$ cat src/rtl/stcam_pkg.sv
// stcam_pkg: command encodings and controller states shared across the STCAM slice.
package stcam_pkg;
    typedef enum logic [1:0] {
        OP_SEARCH  = 2'b00,
        OP_WRITE   = 2'b01,
        OP_INV_ROW = 2'b10,
        OP_INV_ALL = 2'b11
    } op_e;
    typedef enum logic [2:0] {IDLE, WRITE, SEARCH, ENCODE, RESP} state_e;
endpackage

$ cat src/rtl/stcam_prio_enc.sv
// stcam_prio_enc: lowest-index priority encoder with any-hit and multi-hit flags.
module stcam_prio_enc #(
    parameter int DEPTH = 16,
    parameter int AW    = 4
) (
    input  logic [DEPTH-1:0] vec,
    output logic             hit,
    output logic [AW-1:0]    index,
    output logic             multi
);
    always_comb begin
        index = '0;
        for (int i = DEPTH - 1; i >= 0; i--)
            if (vec[i]) index = AW'(i);
    end
    assign hit   = |vec;
    // Clearing the lowest set bit leaves something only if two or more were set.
    assign multi = |(vec & (vec - DEPTH'(1)));
endmodule

$ cat src/rtl/stcam_ctrl.sv
// stcam_ctrl: write/search/invalidate sequencer for an STCAM array, with row-valid
// tracking and a lowest-index hit response.
module stcam_ctrl import stcam_pkg::*; #(
    parameter int WIDTH      = 8,
    parameter int DEPTH      = 16,
    parameter int AW         = 4,
    parameter int SEARCH_LAT = 1
) (
    input  logic             clk,
    input  logic             rst,
    input  logic             req_valid,
    output logic             req_ready,
    input  logic [1:0]       req_op,
    input  logic [AW-1:0]    req_addr,
    input  logic [WIDTH-1:0] req_key,
    input  logic [WIDTH-1:0] req_mask,
    output logic             rsp_valid,
    input  logic             rsp_ready,
    output logic             rsp_hit,
    output logic [AW-1:0]    rsp_index,
    output logic             rsp_multi,
    output logic [DEPTH-1:0] cam_we,
    output logic [WIDTH-1:0] cam_search_bit,
    output logic [WIDTH-1:0] cam_dont_care_bit,
    input  logic [DEPTH-1:0] cam_match_in
);
    localparam int CW = SEARCH_LAT > 1 ? $clog2(SEARCH_LAT) : 1;

    state_e           state, state_n;
    op_e              op;
    logic             accept, in_range, enc_hit, enc_multi;
    logic [AW-1:0]    addr_q, enc_index;
    logic [WIDTH-1:0] key_q, mask_q;
    logic [CW-1:0]    cnt;
    logic [DEPTH-1:0] row_valid, hit_vec, req_oh, addr_oh;

    assign op        = op_e'(req_op);
    assign accept    = req_valid && req_ready;
    assign in_range  = int'(req_addr) < DEPTH;
    assign req_oh    = in_range ? DEPTH'(1) << req_addr : '0;
    assign addr_oh   = DEPTH'(1) << addr_q;

    assign req_ready         = state == IDLE;
    assign rsp_valid         = state == RESP;
    assign cam_we            = state == WRITE ? addr_oh : '0;
    assign cam_search_bit    = (state == WRITE || state == SEARCH) ? key_q : '0;
    assign cam_dont_care_bit = state == WRITE ? mask_q : '0;

    stcam_prio_enc #(.DEPTH(DEPTH), .AW(AW)) u_enc (
        .vec(hit_vec), .hit(enc_hit), .index(enc_index), .multi(enc_multi)
    );

    // Out-of-range writes and all invalidates complete at the accept edge.
    always_comb begin
        state_n = state;
        case (state)
            IDLE:    if (accept) state_n = op == OP_SEARCH ? SEARCH :
                                           (op == OP_WRITE && in_range) ? WRITE : IDLE;
            WRITE:   state_n = IDLE;
            SEARCH:  state_n = cnt == '0 ? ENCODE : SEARCH;
            ENCODE:  state_n = RESP;
            RESP:    state_n = rsp_ready ? IDLE : RESP;
            default: state_n = IDLE;
        endcase
    end

    always_ff @(posedge clk) begin
        if (rst) begin
            state     <= IDLE;
            row_valid <= '0;
            hit_vec   <= '0;
            cnt       <= '0;
            addr_q    <= '0;
            key_q     <= '0;
            mask_q    <= '0;
            rsp_hit   <= 1'b0;
            rsp_index <= '0;
            rsp_multi <= 1'b0;
        end else begin
            state <= state_n;
            if (accept) begin
                addr_q <= req_addr;
                key_q  <= req_key;
                mask_q <= req_mask;
                cnt    <= CW'(SEARCH_LAT - 1);
                if (op == OP_INV_ROW) row_valid <= row_valid & ~req_oh;
                if (op == OP_INV_ALL) row_valid <= '0;
            end
            if (state == WRITE) row_valid <= row_valid | addr_oh;
            if (state == SEARCH) begin
                cnt <= cnt - CW'(1);
                if (cnt == '0) hit_vec <= cam_match_in & row_valid;
            end
            if (state == ENCODE) begin
                rsp_hit   <= enc_hit;
                rsp_index <= enc_index;
                rsp_multi <= enc_multi;
            end
        end
    end
endmodule

$ cat config.mk
export PLATFORM = sky130hd
export DESIGN_NAME = stcam_ctrl
export DESIGN_NICKNAME = d
export VERILOG_FILES = /design/src/rtl/stcam_pkg.sv /design/src/rtl/stcam_prio_enc.sv /design/src/rtl/stcam_ctrl.sv
export SDC_FILE = /design/constraint.sdc
export NUM_CORES = 1
export LEC_CHECK = 0
export CORE_MARGIN = 4
export CORE_UTILIZATION = 30
export CTS_CLUSTER_DIAMETER = 40
export DETAILED_ROUTE_END_ITERATION = 8
export GPL_TIMING_DRIVEN = 0
export PLACE_DENSITY_LB_ADDON = 0.3
export SETUP_SLACK_MARGIN = 0.3
export SYNTH_ARGS = -nofsm -noshare
export SYNTH_HDL_FRONTEND = slang
export SYNTH_SLANG_ARGS = --single-unit
export TNS_END_PERCENT = 5
$ cat constraint.sdc
create_clock -name clk -period 3.15 [get_ports clk]
set_input_delay 0.945 -clock clk [delete_from_list [all_inputs] [get_ports clk]]
set_output_delay 0.945 -clock clk [all_outputs]
set_load 0.01 [all_outputs]
---- After elaboration in Yosys (flattened, before gate mapping) ----
Cells that the tools add are included.
cells by class
  $add $sub $neg .......................... 2
  eq/ne operators ......................... 8
  shift-type cells ........................ 2
  muxes and demuxes ....................... 31
  bitwise gates (word level) .............. 6
  reduce and logical (&&, ||, !) cells .... 11
operator list
  cell                                                                    number
  16-bit two-way mux                                                      5
  4-bit two-way mux                                                       16
  16-bit AND                                                              3
  16-bit OR reduction                                                     2
  1-bit by 4-bit left shift with 16-bit output (first input constant)     2
  8-bit two-way mux                                                       2
  16-bit NOT                                                              1
  16-bit OR                                                               1
  16-bit by 1-bit subtractor with 16-bit output (second input constant)   1
  3-bit case mux with 4 select lines                                      1
  3-bit by 2-bit equality test with 1-bit output (second input constant)  2
  3-bit two-way mux                                                       2
  2-bit equality test (second input constant)                             2
  1-bit two-way mux                                                       4
  2-bit AND reduction                                                     2
  2-bit nonzero test                                                      2
  3-bit by 1-bit equality test with 1-bit output (second input constant)  1
  3-bit equality test (second input constant)                             1
  3-bit logical NOT                                                       1
  3-bit nonzero test                                                      1
  2-bit by 1-bit equality test with 1-bit output (second input constant)  1
  2-bit logical NOT                                                       1
  2-bit two-way mux                                                       1
  2-bit by 1-bit != test with 1-bit output (second input constant)        1
  other kinds (4)                                                         4
storage, ports and cells
  flip-flop bits (word level) ............. 62
  input bits .............................. 42
  output and inout port bits .............. 40
  word-level logic and storage cells ...... 70

---- Logic depth before layout (Yosys ltp) ----
  word-level depth ........................ 16
  depth in mapped cells ................... 7
  mapped depth without buffers ............ 5

---- Hierarchy ----
From an unflattened synthesis, not the netlist that was laid out.
second synthesis, totals
  cell total of the unflattened synthesis .. 404
  area, all modules ....................... 3143.0 um^2
by module, submodules not included
  module          instances  cells an instance  area each (um^2)  sequential area each (um^2)
  stcam_ctrl      1          351                2820.2            1241.2
  stcam_prio_enc  1          53                 322.8             0.0

---- Least setup slack after synthesis ----
OpenSTA, ideal clock, no wires.
  path kind ............................... reg2out
  from .................................... register state[0]
  to ...................................... output cam_we[8]
  arrival time ............................ 1308 ps
  data required time ...................... 2205 ps
  path slack .............................. 897 ps
  stages on the path, launching flop included .. 6
  buffers on the path ..................... 2
  cells stage by stage .................... dfxtp_1 -> buf_2 -> nor3b_2 -> buf_2 -> nand3b_1 -> nor3_1
on the way
  word-level cells in the longest chain between the ends .. 2
ends and longest elaborated chain
  what                                            RTL line          source
  start: declaration                              stcam_ctrl.sv:29  state_e state, state_n;
  start signal: assignment                        stcam_ctrl.sv:80  state <= state_n;
  3-bit by 1-bit equality test with 1-bit output  stcam_ctrl.sv:45  assign cam_we = state == WRITE ? addr_oh : '0;
  16-bit two-way mux                              stcam_ctrl.sv:45
  end: declaration                                stcam_ctrl.sv:22  output logic [DEPTH-1:0] cam_we,
Every way passes these cells.

---- Final worst setup path ----
  from .................................... register state[2]
  to ...................................... output cam_we[8]
Same word-level chain as after synthesis.

==> impl_results.md <==
* Max VDD drop at 204 µV
* Final min period at 3.03 ns
* Synth Warn # at 0
* PnR Total Power at 1.83 mW
* Synth Net Count at 431
* Worst-Margin Slew at 0.626 ns
* Mean area per synthesized cell at 7.60 µm²
* Sequential Area at 0.00124 mm²
* Die area at 0.0115 mm²
* First-pass GRT wire length at 14800 µm
* First DRT Iteration DRCs at 158
* Main synth FF type: dfxtp_1
* Endpoints failing hold at 0
* DP Wirelength at 6820 µm
* Critical path, cell by cell: buf_4 -> nor3b_4 -> buf_4 -> nand3b_1 -> buf_4 -> nor3_4 -> clkdlybuf4s15_2
* Cell family with most CP delay: buffers and inverters
* R2R setup slack at 0.89 ns
* Compound-Gate Fraction of Synth Area at 18.2%
* CTS buffer count at 9
* Drt total wl at 9260 µm
* Worst-path clk slew at 0.07 ns
* Worst Setup End Kind: output pin
* Worst setup SP type: register
* CTS Buffer Depth at 2
* Worst path required time at 2.20 ns
* Largest family of logic cells by synthesized area: simple AND/OR/NAND/NOR gates
* Static Leak at 1.61 nW
* Initial antenna violation count at 0
* Final core utilization at 46.0%
* Vias post-DR at 3125
* Post-synth EDFFs at 0
* TritonCTS Sinks at 62
* FMAX at 330 MHz
* Width of the die at 107 µm
* Sequential fraction of the synthesis area at 42.0%
* # fillers at 951
* Adder-cell share of the synthesized area at 0.719%
* Initial core utilization at 31.4%
* Worst EP arrival at 2.09 ns
* Most common cell on crit path: buf_4
* Vias per cell at 4.95
* XOR/XNOR Fraction of Synth Area at 0.296%
* Antenna Diode Count at 0
* Critical path type: register to output pin
* Placer Congestion at 0.863
* Worst Hold Slack at 0.450 ns
* Worst-path maximum fanout at 10
* Die H at 107 µm
* Post-Synth Simple-Gate Area at 34.7%
* Status: complete, no violations
* Buf+Inv Stages, Crit Path at 4
* Pwr dens at 423 mW/mm²
* Vias in the first global route at 2997
* Area of the multi-input gates at 0.00166 mm²
* Cell variety after synth at 46
* Final Max Tran Viols at 0
* Ports at 82
* Multiplexer area fraction after synthesis at 0%
* Post-route DRC at 0
* Aggregate global routing overflow at 0
* Critical path's slowest cell: dfxtp_1
* PortBufs at 80
* Area grow syn2layout at 46.5%
* Final worst-path cycle share at 96.3%
* Final setup viols at 0
* Max incr delay on CP at 0.32 ns
* Pin count of the biggest net entering global routing at 11
* CTS tree: yes
* TritonRoute pass-1 iters at 5
* Max-Cap Viols at 0
* Total track usage at 16.4%
* Routed wire length per instance at 14.7 µm
* FFs w/ async S/R, synth at 0%
* Antenna-violating nets left at 0
* Mapped cell area at 0.00296 mm²
* RSZ-0062 raised after global routing: yes
* Synth Instances at 389
* Row count at 35
* Setup TNS Final at 0 ns
* CTS Root Cell: clkbuf_8
* CTS H-tree lvls at 3
* Core Region at 0.00942 mm²
* Nets at 540
* Yosys reg bits at 62
* Max Clock Skew at 0.00698 ns
* Slew margin rel. at 58.3%
* Worst Hold Class: register to register
* Clk_lat worst skew at 0.35 ns
* Layout cell share with drive strength beyond 1 at 14.7%
[worst min-delay path: stages, from the launching register on]
cell and delay (ns):
dfxtp_1 0.31, nand2_1 0.05, a21oi_1 0.05
[Yosys cell counts (all sizes together), types with 3 or more instances]
cell	count	area (µm²)
nand2	70	263
nand2b	4	25.0
a21boi	5	37.5
a21oi	59	295
nor4	6	65.1
nand3b	5	50.1
and2	18	113
dfxtp	62	1240
nand3	27	140
nor2	42	158
inv	6	22.5
buf	9	47.6
o221a	3	33.8
clkbuf	14	52.6
nor2b	5	31.3
nor3	22	120
o21ai	5	25.0
[where the power goes]
part	switching [mW]	internal, mW
combinational	0.119	0.101
clock	0.315	0.482
sequential	0.0106	0.805
[through the flow]
step | setup WS (ns) | cell area, µm² | std cells
final | 0.118 | 4330 | 631
after floorplan | 0.897 | 2960 | 389
after detailed placement | 0.0891 | 3920 | 598
after global placement | 0.0781 | 3920 | 598
after global routing | 0.0402 | 4330 | 631
after CTS | 0.158 | 4330 | 630
[path summary, 6_finish.rpt]
kind,from,to,depth (start not counted)
setup / recovery,state[2],cam_we[8],7
hold / removal,key_q[4],key_q[4],2
setup reg to reg,state[2],row_valid[2],14
hold reg to reg,key_q[4],key_q[4],2
[flip-flops by register name, summed over array words and instances (netlist names)]
register / cells
rsp_hit: 1
cnt: 1
state: 3
addr_q: 4
key_q: 8
rsp_index: 4
rsp_multi: 1
mask_q: 8
hit_vec: 16
row_valid: 16
[kinds of logic (layout without fill, tap and decap cells)]
kind of cell / count (synthesis) / after routing
AND/OR/NAND/NOR: 207 / 207
AO/OA/AOI/OAI: 88 / 88
flip-flops: 62 / 62
buffers and inverters: 29 / 142
adder cells (fa/ha/maj): 2 / 2
XOR/XNOR: 1 / 1
[metal layers]
metal,GRT usage [%],wire length (µm)
met2,26.6,4350
met1,20.7,4160
met5,0,0
met4,7.49,218
met3,3.72,536
[repair_timing]
action / CTS / global route
pin swaps: 9 / 0
hold buffers: 0 / 0
endpoints found under the hold margin: 0 / 0
gates resized for setup: 45 / 2
buffers inserted: 17 / 1
endpoints found under the setup margin: 32 / 32
[placed cells by master (no fill, tap or decap), types with 6 or more instances in the layout]
master            n
dfxtp_1          62
a21oi_1          59
nor2_1           30
clkbuf_8         11
nand3_1          25
buf_4            23
clkdlybuf4s50_1  68
inv_1             6
nor2_2           12
dlygate4sd2_1     8
nor3_1           18
nand2_1          70
and2_1           18
clkbuf_1         12
buf_2             6
[layout make-up]
cell class | instances | area share (%)
multi-input cells | 298 | 38.4
inverters | 6 | 0.520
clock buffers | 11 | 3.49
flip-flops and latches | 62 | 28.6
clock inverters | 4 | 1.62
repair buffers | 98 | 21.0
plain buffers | 23 | 2.60
well taps | 129 | 3.72
Note: power is estimated with default switching activity, not from simulation.
